[config.mk]
export PLATFORM = sky130hd
export DESIGN_NAME = enc_frame_scheduler
export DESIGN_NICKNAME = d
export VERILOG_FILES = /design/src/rtl/enc_sched_pkg.sv /design/src/rtl/enc_frame_scheduler.sv
export SDC_FILE = /design/constraint.sdc
export NUM_CORES = 1
export LEC_CHECK = 0
export ABC_AREA = 1
export BUFFER_PORTS_ARGS = -buffer_cell sky130_fd_sc_hd__buf_2
export CORE_UTILIZATION = 48
export DETAILED_ROUTE_END_ITERATION = 8
export PLACE_DENSITY_LB_ADDON = 0.05
export SYNTH_ARGS = -nofsm -noshare
export SYNTH_HDL_FRONTEND = slang
export SYNTH_SLANG_ARGS = --single-unit
[constraint.sdc]
create_clock -name clk -period 1.1 [get_ports clk]
set_input_delay 0.055 -clock clk [delete_from_list [all_inputs] [get_ports clk]]
set_output_delay 0.055 -clock clk [all_outputs]
set_load 0.01 [all_outputs]
[src/rtl/enc_sched_pkg.sv]
// enc_sched_pkg: K-code symbols and FSM state encoding for enc_frame_scheduler.
package enc_sched_pkg;
  localparam logic [7:0] K28_5 = 8'hBC;
  localparam logic [7:0] K27_7 = 8'hFB;
  localparam logic [7:0] K29_7 = 8'hFD;
  typedef logic [2:0] state_t;
  localparam state_t ST_IDLE  = 3'd0;
  localparam state_t ST_SOF   = 3'd1;
  localparam state_t ST_DATA  = 3'd2;
  localparam state_t ST_COMMA = 3'd3;
  localparam state_t ST_EOF   = 3'd4;
  localparam state_t ST_GAP   = 3'd5;
endpackage

[src/rtl/enc_frame_scheduler.sv]
// enc_frame_scheduler: frames upstream bytes into a continuous 8b/10b symbol stream (SOF/data/EOF/idle gap).
// Define ENC_SCHED_COMMA_INSERT_EN to insert a K28.5 comma after every COMMA_PERIOD data bytes.
module enc_frame_scheduler
  import enc_sched_pkg::*;
#(
  parameter int IDLE_GAP     = 2,
  parameter int COMMA_PERIOD = 16
) (
  input  logic       clk,
  input  logic       reset,
  input  logic       startin,
  input  logic [7:0] datain,
  input  logic       pushin,
  input  logic       lastin,
  output logic       readyout,
  input  logic       encstall,
  output logic [7:0] encdata,
  output logic       enck,
  output logic       encpush,
  output logic       encstart,
  output logic       busy,
  output logic       err
);
  state_t     state_q, state_d;
  logic [7:0] gap_q, gap_d;
  logic       pend_q, pend_d;
  logic [7:0] encdata_q, encdata_d;
  logic       enck_q, enck_d;
  logic       encpush_q, encpush_d;
  logic       encstart_q, encstart_d;
  logic       err_q, err_d;
  logic       adv, accept;
`ifdef ENC_SCHED_COMMA_INSERT_EN
  logic [7:0] byte_q, byte_d;
`endif

  generate
    if (IDLE_GAP < 1 || IDLE_GAP > 255 || COMMA_PERIOD < 2 || COMMA_PERIOD > 255) begin : g_bad_cfg
      $error("enc_frame_scheduler: parameter out of range");
    end
  endgenerate

  // Nothing is presented before the first post-reset edge, so stall cannot hold that edge.
  assign adv      = !encstall || !encpush_q;
  assign readyout = (state_q == ST_DATA) && !encstall;
  assign accept   = readyout && pushin;
  assign busy     = state_q != ST_IDLE;
  assign encdata  = encdata_q;
  assign enck     = enck_q;
  assign encpush  = encpush_q;
  assign encstart = encstart_q;
  assign err      = err_q;

  always_comb begin
    state_d    = state_q;
    gap_d      = gap_q;
    pend_d     = pend_q;
    encdata_d  = encdata_q;
    enck_d     = enck_q;
    encpush_d  = encpush_q;
    encstart_d = encstart_q;
    err_d      = err_q;
`ifdef ENC_SCHED_COMMA_INSERT_EN
    byte_d     = byte_q;
`endif
    if (!adv) begin
      if (startin && !pend_q && (state_q == ST_IDLE || state_q == ST_GAP)) pend_d = 1'b1;
    end else begin
      encpush_d  = 1'b1;
      encstart_d = 1'b0;
      enck_d     = 1'b1;
      encdata_d  = K28_5;
      err_d      = startin && (pend_q || (state_q != ST_IDLE && state_q != ST_GAP));
      case (state_q)
        ST_IDLE: begin
          state_d = (startin || pend_q) ? ST_SOF : ST_IDLE;
          pend_d  = 1'b0;
        end
        ST_SOF: begin
          encdata_d  = K27_7;
          encstart_d = 1'b1;
          state_d    = ST_DATA;
`ifdef ENC_SCHED_COMMA_INSERT_EN
          byte_d     = '0;
`endif
        end
        ST_DATA: begin
          if (accept) begin
            encdata_d = datain;
            enck_d    = 1'b0;
            if (lastin) state_d = ST_EOF;
`ifdef ENC_SCHED_COMMA_INSERT_EN
            else if (byte_q == 8'(COMMA_PERIOD - 1)) begin
              state_d = ST_COMMA;
              byte_d  = '0;
            end else byte_d = byte_q + 8'd1;
`endif
          end
        end
`ifdef ENC_SCHED_COMMA_INSERT_EN
        ST_COMMA: state_d = ST_DATA;
`endif
        ST_EOF: begin
          encdata_d = K29_7;
          gap_d     = 8'(IDLE_GAP);
          state_d   = ST_GAP;
        end
        ST_GAP: begin
          gap_d   = gap_q - 8'd1;
          pend_d  = pend_q || startin;
          state_d = (gap_q == 8'd1) ? ((pend_q || startin) ? ST_SOF : ST_IDLE) : ST_GAP;
          if (gap_q == 8'd1) pend_d = 1'b0;
        end
        default: state_d = ST_IDLE;
      endcase
    end
  end

  always_ff @(posedge clk or posedge reset) begin
    if (reset) begin
      state_q    <= ST_IDLE;
      gap_q      <= '0;
      pend_q     <= 1'b0;
      encdata_q  <= '0;
      enck_q     <= 1'b0;
      encpush_q  <= 1'b0;
      encstart_q <= 1'b0;
      err_q      <= 1'b0;
`ifdef ENC_SCHED_COMMA_INSERT_EN
      byte_q     <= '0;
`endif
    end else begin
      state_q    <= state_d;
      gap_q      <= gap_d;
      pend_q     <= pend_d;
      encdata_q  <= encdata_d;
      enck_q     <= enck_d;
      encpush_q  <= encpush_d;
      encstart_q <= encstart_d;
      err_q      <= err_d;
`ifdef ENC_SCHED_COMMA_INSERT_EN
      byte_q     <= byte_d;
`endif
    end
  end
endmodule

==> results of run 1 <==
-- cell families (layout without fill, tap and decap cells) --
logic type               Yosys count  count (layout)  synth area share [%]
AND/OR/NAND/NOR                   90              91                 31.61
AO/OA/AOI/OAI                     25              25                 11.46
other                              1               1                0.2863
flip-flops                        24              24                 45.85
buffers and inverters             27              95                 8.882
adder cells (fa/ha/maj)            2               2                 1.910
-- area by class of cell --
type,instances,area share (%)
multi-input combinational,119,36.99
sequential,24,30.13
timing repair buffer,67,24.08
inverter,24,5.115
tap,30,1.871
clock buffer,4,1.809
-- cells in the final DEF (no fill, tap or decap), drive strengths merged, types with 2 or more instances in the layout --
master       instances
nand2               54
o21ai               14
nand3               10
a21oi                6
nand4                5
nor2                22
ha                   2
dfrtp               24
dlygate4sd3          6
clkbuf               4
o22a                 4
inv                 24
buf                 61
-- final timing paths --
kind / start / to / slack, ns / cells after the start
max: state_q[0] / state_q[0] / -0.31 / 9
min: datain[2] / encdata[2] / 0.04 / 3
max reg2reg: state_q[0] / state_q[0] / -0.31 / 9
min reg2reg: encstart / encstart / 0.49 / 2
max in group asynchronous: reset / state_q[0] / 0.56 / 4
min in group asynchronous: reset / encdata[2] / 0.29 / 4
-- flip-flops by register name, indices dropped and copies added, names as in the netlist --
signal,count
state_q,3
err,1
encstart,1
enck,1
gap_q,8
pend_q,1
encpush,1
encdata,8
-- stage by stage --
step / worst slack [ns] / setup TNS, ns / area [sq um]
5_1_grt: -0.3435 / -4.992 / 2006
6_report: -0.3104 / -3.965 / 2006
3_3_place_gp: -0.1235 / -1.281 / 1605
3_5_place_dp: -0.2193 / -2.113 / 1605
2_1_floorplan: -0.01575 / -0.02066 / 1314
4_1_cts: -0.2147 / -2.575 / 1901
-- power groups by stage --
stage          Clock, mW  Sequential, mW  Combinational [mW]
2_1_floorplan          0            1.43                1.20
3_3_place_gp           0            1.44                1.95
3_5_place_dp           0            1.45                1.99
4_1_cts            0.478            1.44                2.63
5_1_grt            0.502            1.48                3.29
6_report           0.475            1.45                3.05
-- worst max-delay path: stages, from the launching register on --
cell and delay (ns):
dfrtp_2 0.50, buf_6 0.15, inv_4 0.05, nand2_4 0.05, nor2_4 0.14, o21ai_2 0.10
nand2_1 0.11, nor2_2 0.05, nand2_1 0.08, nand2_1 0.08
-- repair_timing --
item                       in CTS  in global routing
setup buffers                  11                  6
pin swaps                      20                 21
resized for setup              37                 17
gates cloned                    0                  1
hold endpoints to repair       29                  0
setup endpoints to repair      25                 25
hold buffers                    6                  0
-- routing by layer --
layer	vias to the layer above	wire length [microns]
li1	672	-
met1	663	1563
met2	34	1965
met3	7	94
met4	0	45
met5	-	0
==> flow_metrics.tcl, run 1 <==
set metrics [dict create \
    outcome "finished with violations" \
    violations "setup timing" \
    multi_input_area_sq_um 742.0 \
    period_needed_ns 1.410 \
    clock.fmax_mhz 709.0 \
    cts_max_level 1 \
    drive_above_1_share_pct 45.38 \
    synthArstFlopShare_pct 100.0 \
    vdd_drop_max_v 0.001851 \
    power.density_mw_per_mm2 2478 \
    grt_max_degree 25 \
    synthMostInstantiatedCell "nand2_1" \
    fin_cells 268 \
    synth_flop_cell "dfrtp_1" \
    drc_errors 0 \
    clock_skew_ns 0.01549 \
    num_antenna_cells 0 \
    arrival_ns 1.63 \
    grtUsageMet2_pct 45.33 \
    coreArea_sq_mm 0.002522 \
    comb_power_share_pct 61.3 \
    cts_tree "yes" \
    cp_max_fo 5 \
    initial_core_util_pct 51.93 \
    synth_cells 169 \
    ys_ff_latch 24 \
    use_met1_pct 30.09 \
    synth_edf_count 0 \
    antenna_found_initial 0 \
    place_congestion 0.7808 \
    syn_area_sq_mm 0.001310 \
    leakage_nw 1.004 \
    ant_nets 0 \
    synth_common_cells "nand2_1 (50), dfrtp_1 (24), inv_1 (20)" \
    drt_first_pass_iters 4 \
    finalMaxSlewViolations 0 \
    drv_cap 0 \
    finalHoldViolations 0 \
    sw_frac_of_total_pct 43.72 \
    clkPwrFrac_pct 9.6 \
    rows 18 \
    fin_ws_ns -0.3104 \
    clock_sinks 24 \
    clockRootBuffer "clkbuf_4" \
    synth.top_cell.area_share_pct 45.85 \
    postSynthAreaPerCell_sq_um 7.752 \
    boundaryPins 28 \
    wl_per_cell_microns 13.69 \
    busiest_layer "met2" \
    crit_type "flip-flop to flip-flop" \
    route.vias.total 1376 \
    intPower_mw 2.797 \
    yosysTopAreaCell "dfrtp_1" \
    setup_viol 24 \
    wirelength_mm 3.668 \
    power_frac_seq_pct 29.2 \
    rsz0062_at_grt "true" \
    die-height_microns 54.24 \
    grt_pass1_wl_mm 5.250 \
    num-fill-cells 164 \
    dp_cells 242 \
    grt_pass1_vias 1236 \
    nNetsFinal 255 \
    critPathRequiredTime_ns 1.32 \
    synthesis.nets 185 \
    clkLatencyLatePin_ns 0.32 \
    cts_buffers 3 \
    yosysUniqueCellTypes 25 \
    synth_area_leaders "dfrtp_1 (46%), nand2_1 (14%), inv_1 (5.7%), nor2_1 (4.9%), o21ai_0 (4.2%)" \
    hp-class "input pin to flip-flop" \
    clockBufferDepth 2 \
    ys_seq_area_share_pct 45.85 \
    register_area_sq_um 604.3 \
    syn_to_final_growth_pct 53.10 \
    hold_slack_ns 0.03689 \
    power_mw 4.970 \
    grtUsageTotal_pct 24.81 \
    portBuffers 27 \
    yosys_warnings 0 \
    endpoint_kind "flip-flop" \
    die_w_microns 54.24 \
    use_met3_pct 3.333 \
    die-area_sq_mm 0.002942 \
    dpl.hpwl_mm 2.116 \
    startpoint_type "flip-flop" \
    clkTransAtPathRegs_ns 0.14 \
    p_sw_mw 2.173 \
    fin_util_pct 79.51 \
    drt_iter0_drc 23 \
    grt-ovfl-total 0 \
    period_share_pct 128.2 \
    viasPerCell 5.134 \
]
No activity file was read; power rests on OpenSTA's default activity.
==> inputs of run 2 (changes only) <==
Settings changed: TNS_END_PERCENT set to 20.
==> run 2 against run 1 <==
  * The flow still finishes with violations (setup timing)
  * Global-route usage increased by 1.1 points
  * Worst hold slack better by 0.016 ns
  * Power fell by 0.66%
  * Via count shrank 2.3%
  * Register-to-register slack better by 0.06 ns
  * Combinational power is 6% lower
  * Clock power rose by 34%
  * Critical path depth fell by 4
  * Count of clock-buffer cells in the layout shrank 1
  * Largest power group unchanged
  * Critical path type is now flip-flop to output pin
  * Non-clock buffer count is the same
  * Design area down 2.9%
==> flow_metrics.tcl, run 2 (synthesized netlist as in run 1, its figures left out) <==
set metrics [dict create \
    clock_skew_ns 0.006643 \
    drt_iter0_drc 23 \
    leakage_nw 1.011 \
    clkLatencyLatePin_ns 0.31 \
    cp_slowest_cell "dfrtp_2" \
    hold_path.startpoint "datain[1]" \
    setup_viol 24 \
    fin_util_pct 77.23 \
    clock.fmax_mhz 731.3 \
    period_share_pct 124.3 \
    intPower_mw 2.903 \
    layout_common_cells "nand2_1 (45), buf_4 (28), buf_2 (26)" \
    route.vias.total 1345 \
    coreArea_sq_mm 0.002522 \
    rsz0062_at_grt "true" \
    clkPwrFrac_pct 12.9 \
    crit_family "flip-flops" \
    wirelength_mm 3.568 \
    drv_cap 0 \
    violations "setup timing" \
    power_mw 4.937 \
    place_congestion 0.8503 \
    die-area_sq_mm 0.002942 \
    cts_buffers 3 \
    slowest_delay_ns 0.49 \
    ant_nets 0 \
    nNetsFinal 254 \
    cts_tree "yes" \
    arrival_ns 1.31 \
    comb_power_share_pct 58.4 \
    grt_max_degree 25 \
    portBuffers 27 \
    initial_core_util_pct 51.93 \
    drive_above_1_share_pct 42.62 \
    vdd_drop_max_v 0.001910 \
    die_w_microns 54.24 \
    die-height_microns 54.24 \
    grt_pass1_vias 1328 \
    power_frac_seq_pct 28.8 \
    boundaryPins 28 \
    drc_errors 0 \
    place_area_sq_mm 0.001610 \
    cts_max_level 1 \
    clock_sinks 24 \
    clockRootBuffer "clkbuf_4" \
    crit_type "flip-flop to output pin" \
    hp-class "input pin to flip-flop" \
    startpoint_type "flip-flop" \
    drt_first_pass_iters 6 \
    path_buf_inv 3 \
    num-fill-cells 182 \
    rows 18 \
    viasPerCell 5.037 \
    grt_pass1_wl_mm 5.375 \
    layout_commonest_cell "nand2_1" \
    grt-ovfl-total 0 \
    r2r_setup_slack_ns -0.25 \
    critPathRequiredTime_ns 1.04 \
    finalHoldViolations 0 \
    worstPathCellList "nor2_4 > buf_6 > nand2_4 > buf_6 > buf_6" \
    num_antenna_cells 0 \
    syn_to_final_growth_pct 48.71 \
    clkTransAtPathRegs_ns 0.14 \
    period_needed_ns 1.367 \
    finalMaxSlewViolations 0 \
    r2r-start "state_q[1]" \
    hold_slack_ns 0.05251 \
    fin_ws_ns -0.2674 \
    power.density_mw_per_mm2 2534 \
    grtUsageTotal_pct 25.89 \
    cp_max_fo 4 \
    dpl.hpwl_mm 2.177 \
    startpoint "state_q[0]" \
    p_sw_mw 2.034 \
    outcome "finished with violations" \
    wl_per_cell_microns 13.36 \
    place_ws_ns -0.2346 \
    fin_area_sq_mm 0.001948 \
    cpMostUsedCell "buf_6" \
    sw_frac_of_total_pct 41.20 \
    clockBufferDepth 2 \
    endpoint_kind "output pin" \
    antenna_found_initial 0 \
]
[run 2: power groups by stage]
stage | Clock [mW] | Combinational [mW] | Sequential (mW)
after floorplan | 0 | 1.20 | 1.43
after global placement | 0 | 1.89 | 1.42
after detailed placement | 0 | 1.94 | 1.43
after CTS | 0.656 | 2.56 | 1.38
after global routing | 0.691 | 3.16 | 1.45
final | 0.636 | 2.88 | 1.42
[run 2: tightest hold or removal path, delay by kind of cell]
kind | cells | cell delay (ns)
buf+inv | 2 | 0.14
simple gates | 2 | 0.09
compound gates | 1 | 0.06
[run 2: final timing paths]
kind	cells past startpoint	endpoint
worst max-delay path	5	busy
worst min-delay path	5	encdata[1]
worst max register to register	9	encdata[0]
worst min register to register	2	encstart
max in group asynchronous	4	state_q[0]
min in group asynchronous	4	state_q[2]
[run 2: per-stage QoR]
step / setup TNS, ns / cells
finish: -4.112 / 267
global route: -5.522 / 267
CTS: -2.580 / 265
detailed placement: -2.393 / 243
global placement: -1.402 / 243
floorplan: -0.06149 / 169
[run 2: timing repair]
action | in CTS | in global routing
hold buffers | 6 | 0
gates resized for setup | 23 | 15
endpoints found under the setup margin | 24 | 24
pin swaps | 2 | 7
endpoints found under the hold margin | 29 | 0
buffers inserted | 12 | 2
[run 2: cell type report]
type                            instances  area, sq um  share of cell area (%)
Tap cell                               30        37.54                   1.927
Sequential cell                        24        604.3                   31.02
Timing Repair Buffer                   67        479.2                   24.60
Multi-Input combinational cell        118        679.4                   34.87
Clock inverter                          1        30.03                   1.541
Clock buffer                            3        22.52                   1.156
Inverter                               24        95.09                   4.881
[run 2: metal layers]
layer / GRT usage, % / routed length (microns) / vias to the layer above
met2: 45.12 / 1873 / 44
met3: 4.722 / 143 / 14
li1: - / - / 672
met4: 17.09 / 114 / 0
met5: 0 / 0 / -
met1: 28.45 / 1437 / 615
